==> src/rtl/mem_wb_stage.sv <==
// MEM/WB pipeline register with writeback-select and retired-instruction counter.
// Feeds the register-file write port and the decode-stage forwarding unit.
module mem_wb_stage #(
  parameter int DATA_WIDTH = 32,
  parameter int CNT_WIDTH  = 32
) (
  input  logic                  clk,
  input  logic                  reset,
  input  logic                  Stall,
  input  logic                  Flush,
  input  logic                  ValidM,
  input  logic                  RegWriteM,
  input  logic                  MemtoRegM,
  input  logic                  LinkM,
  input  logic [4:0]            WriteRegisterM,
  input  logic [DATA_WIDTH-1:0] ALUResultM,
  input  logic [DATA_WIDTH-1:0] MemReadDataM,
  input  logic [DATA_WIDTH-1:0] LinkAddrM,
  output logic [4:0]            WriteRegister,
  output logic [DATA_WIDTH-1:0] WriteData,
  output logic                  RegWrite,
  output logic                  ValidW,
  output logic [CNT_WIDTH-1:0]  RetireCount
);

  logic                  valid_q, valid_d;
  logic                  regwrite_q, regwrite_d;
  logic                  memtoreg_q, memtoreg_d;
  logic                  link_q, link_d;
  logic [4:0]            wreg_q, wreg_d;
  logic [DATA_WIDTH-1:0] alu_q, alu_d;
  logic [DATA_WIDTH-1:0] mem_q, mem_d;
  logic [DATA_WIDTH-1:0] link_addr_q, link_addr_d;
  logic [CNT_WIDTH-1:0]  retire_q, retire_d;

  // Flush outranks Stall: the bubble replaces whatever M presents.
  always_comb begin
    valid_d     = valid_q;
    regwrite_d  = regwrite_q;
    memtoreg_d  = memtoreg_q;
    link_d      = link_q;
    wreg_d      = wreg_q;
    alu_d       = alu_q;
    mem_d       = mem_q;
    link_addr_d = link_addr_q;
    if (Flush) begin
      valid_d     = 1'b0;
      regwrite_d  = 1'b0;
      memtoreg_d  = 1'b0;
      link_d      = 1'b0;
      wreg_d      = '0;
      alu_d       = '0;
      mem_d       = '0;
      link_addr_d = '0;
    end else if (!Stall) begin
      valid_d     = ValidM;
      regwrite_d  = RegWriteM;
      memtoreg_d  = MemtoRegM;
      link_d      = LinkM;
      wreg_d      = WriteRegisterM;
      alu_d       = ALUResultM;
      mem_d       = MemReadDataM;
      link_addr_d = LinkAddrM;
    end
  end

  // The WB instruction retires on the edge it leaves; a flush only kills the incoming one.
  always_comb begin
    retire_d = retire_q;
    if (valid_q && !Stall) retire_d = retire_q + 1'b1;
  end

  always_ff @(posedge clk) begin
    if (reset) begin
      valid_q     <= 1'b0;
      regwrite_q  <= 1'b0;
      memtoreg_q  <= 1'b0;
      link_q      <= 1'b0;
      wreg_q      <= '0;
      alu_q       <= '0;
      mem_q       <= '0;
      link_addr_q <= '0;
      retire_q    <= '0;
    end else begin
      valid_q     <= valid_d;
      regwrite_q  <= regwrite_d;
      memtoreg_q  <= memtoreg_d;
      link_q      <= link_d;
      wreg_q      <= wreg_d;
      alu_q       <= alu_d;
      mem_q       <= mem_d;
      link_addr_q <= link_addr_d;
      retire_q    <= retire_d;
    end
  end

  always_comb begin
    WriteRegister = link_q ? 5'd31 : wreg_q;
    WriteData     = link_q ? link_addr_q : (memtoreg_q ? mem_q : alu_q);
    RegWrite      = valid_q & (regwrite_q | link_q) & (WriteRegister != 5'd0);
    ValidW        = valid_q;
    RetireCount   = retire_q;
  end

endmodule

==> config.mk <==
export PLATFORM = sky130hd
export DESIGN_NAME = mem_wb_stage
export DESIGN_NICKNAME = d
export VERILOG_FILES = /design/src/rtl/mem_wb_stage.sv
export SDC_FILE = /design/constraint.sdc
export NUM_CORES = 1
export LEC_CHECK = 0
export CAP_MARGIN = 20
export CORE_ASPECT_RATIO = 1.4
export CORE_MARGIN = 4
export CORE_UTILIZATION = 49
export CTS_BUF_LIST = sky130_fd_sc_hd__clkbuf_4 sky130_fd_sc_hd__clkbuf_8
export CTS_CLUSTER_SIZE = 30
export DETAILED_ROUTE_END_ITERATION = 10
export PLACE_DENSITY = 0.91
export SLEW_MARGIN = 20
export SYNTH_ARGS = -nofsm -noshare
export SYNTH_HDL_FRONTEND = slang
export SYNTH_SLANG_ARGS = --single-unit
==> constraint.sdc <==
create_clock -name clk -period 2.5 [get_ports clk]
set_input_delay 0.5 -clock clk [delete_from_list [all_inputs] [get_ports clk]]
set_output_delay 0.5 -clock clk [all_outputs]
set_load 0.01 [all_outputs]
==> results.py <==
metrics = {
    "status": {
        "status": "completed",
    },
    "yosys": {
        "syn_nets": 747,
        "synth_fa_ha_area_frac": 0.00211,
        "avgSynthCellArea_um2": 9.32,
        "synth_top_area_frac": 0.462,
        "ys.flop_type": "dfxtp_1",
        "synth_cells": 637,
        "synth_area_mm2": 0.00594,
        "synth-edff-count": 0,
        "synth_compound_area_frac": 0.0569,
        "synthSimpleGateAreaFrac": 0.180,
        "synth.area.mux_share": 0.244,
        "ys_seq_elements": 137,
        "synth_top_family_by_area": "multiplexers",
        "seq_area_frac_synth": 0.462,
        "async_reset_ff_frac": 0,
        "ys_types": 35,
        "yosysWarnings": 0,
        "synthXorXnorAreaFrac": 0.0162,
        "synth_area_leaders": "dfxtp_1 46%, mux2i_1 23%, nor2_1 7.8%",
        "yosys.area.top_type": "dfxtp_1",
    },
    "die": {
        "dieHeight_um": 138,
        "rows": 47,
        "ios": 180,
        "die_w_um": 101,
        "dieArea_mm2": 0.0140,
        "start_util": 0.502,
        "core_area_mm2": 0.0118,
    },
    "drt": {
        "ant_nets": 0,
        "vias": 5248,
        "drt-pass1-iter-count": 5,
        "drc": 0,
        "via_per_inst": 5.47,
        "drtIter0Drc": 214,
        "post_drt_wl_per_cell_um": 17.2,
        "wirelength_mm": 16.5,
    },
    "clocking": {
        "cts_hold_buf": 0,
        "clk_pin_slew_ns": 0.08,
        "tritoncts": "done",
        "clockBufferDepth": 2,
        "clkLatencyLatePin_ns": 0.42,
        "cts_buffers": 17,
        "clock_sinks": 137,
        "cts.htree.levels": 4,
        "cts_root_buffer": "clkbuf_8",
    },
    "power": {
        "power_density_mw_per_mm2": 576,
        "ir_drop_mv": 0.413,
        "total_power_mw": 4.78,
        "p_leak_nw": 3.27,
    },
    "placement": {
        "gp_congestion": 0.840,
        "place_inst": 927,
        "dp.final_hpwl_mm": 12.2,
        "place_ws_ns": 0.316,
        "placed_area_mm2": 0.00783,
        "port_buffers": 179,
    },
    "cells_and_area": {
        "n_fill_cell": 819,
        "layout_commonest_cell": "clkdlybuf4s50_1",
        "nNetsFinal": 910,
        "final_area_mm2": 0.00831,
        "area.growth.synth_to_final_pct": 40.0,
        "final_cell_mix": "175 x clkdlybuf4s50_1, 138 x mux2i_1, 135 x dfxtp_1",
        "postLayoutCoreUtil": 0.703,
        "drive_gt1_frac": 0.0750,
        "fin_cells": 960,
        "diodes": 0,
    },
    "global_routing": {
        "grt_busiest_layer": "met2",
        "use_met2": 0.438,
        "met3_usage": 0.0590,
        "antenna_found_initial": 0,
        "grt_pass1_vias": 5425,
        "grt_max_degree": 67,
        "grt-ovfl-total": 0,
        "use_met1": 0.239,
        "grt_pass1_wl_mm": 26.0,
        "grtUsageTotal": 0.232,
    },
    "sta": {
        "post-route-min-period_ns": 2.43,
        "fmax_ghz": 0.411,
        "maxSlewHeadroom": 0.282,
        "tns_ns": 0,
        "drv_slew": 0,
        "setup_viol": 0,
        "worst_pin_slew_ns": 1.08,
        "rsz0062_at_grt": "no",
        "finalClockSkew_ns": 0.0109,
        "finalCritPeriodShare": 0.973,
        "hold_slack_ns": 0.503,
        "setup_ws_ns": 0.0663,
        "hold_viol": 0,
    },
    "min_path": {
        "hold_class": "register to register",
    },
    "worst_setup_path": {
        "worstPathRequired_ns": 2.00,
        "path_class": "register to output port",
        "start_kind": "register",
        "worstPathArrival_ns": 1.93,
        "cp_max_fo": 3,
        "endpoint_kind": "output port",
    },
    "run": {
        "max_cap_viol_count": 0,
    },
}
==> worst max-delay path, cell delays in order (launching register included) <==
cell and delay, ns:
dfxtp_1 0.34, or4_1 0.54, o21a_1 0.19, o21a_1 0.17
dlygate4sd2_1 0.28
==> cell families after synthesis <==
| group | count (synthesis) |
|---|---|
| flops | 137 |
| buf+inv | 51 |
| mux | 144 |
| xor+xnor | 11 |
| simple gates | 231 |
| fa+ha+maj | 1 |
| compound gates | 62 |
==> timing repair <==
item	CTS	global route
setup endpoints to repair	3	10
cloned	0	1
resized for setup	3	10
setup buffers	0	0
==> synthesized netlist by cell type, types with 4 or more instances <==
library cell and count:
a21oi_1 14, and3_1 4, buf_1 6, buf_2 11
clkbuf_1 27, dfxtp_1 137, mux2_1 5, mux2i_1 138
nand2_1 39, nand3_1 10, nand4_1 10, nor2_1 124
nor2b_1 6, o21ai_0 37, o31ai_1 9, or2_2 6
or3_1 4, or4_1 11, xor2_1 10
==> sequential cells by signal, indices dropped and copies added (netlist names) <==
signal,count
regwrite_q,1
link_addr_q,32
link_q,1
alu_q,32
ValidW,1
memtoreg_q,1
RetireCount,32
wreg_q,5
mem_q,32
==> area by class of cell <==
type                    count  area [um2]  area share
clock buffers              18         248      0.0298
clock inverters            14         194      0.0233
inverters                   3        11.3     0.00136
multi-input cells         449        2970       0.357
flip-flops and latches    137        2750       0.331
well taps                 147         184      0.0221
repair buffers            192        1960       0.236
==> layer usage <==
metal	up-vias	routed length, um
met3	23	1070
met2	206	9130
met1	2503	5990
li1	2516	-
met4	0	360
met5	-	0
==> path summary, 6_finish.rpt <==
kind,from,end,slack (ns),cells after the start
setup / recovery,wreg_q[4]$_SDFFE_PP0N_,RegWrite,0.07,4
hold reg to reg,alu_q[21]$_SDFFE_PP0N_,alu_q[21]$_SDFFE_PP0N_,0.50,2
setup reg to reg,ValidW$_SDFFE_PP0N_,RetireCount[30]$_SDFFE_PP0P_,0.56,4
hold / removal,alu_q[21]$_SDFFE_PP0N_,alu_q[21]$_SDFFE_PP0N_,0.50,2
==> where the power goes <==
part	switching [mW]	internal, mW
registers	0.0348	2.24
clock network	0.855	1.12
logic	0.218	0.317
No activity file was read; power rests on OpenSTA's default activity.
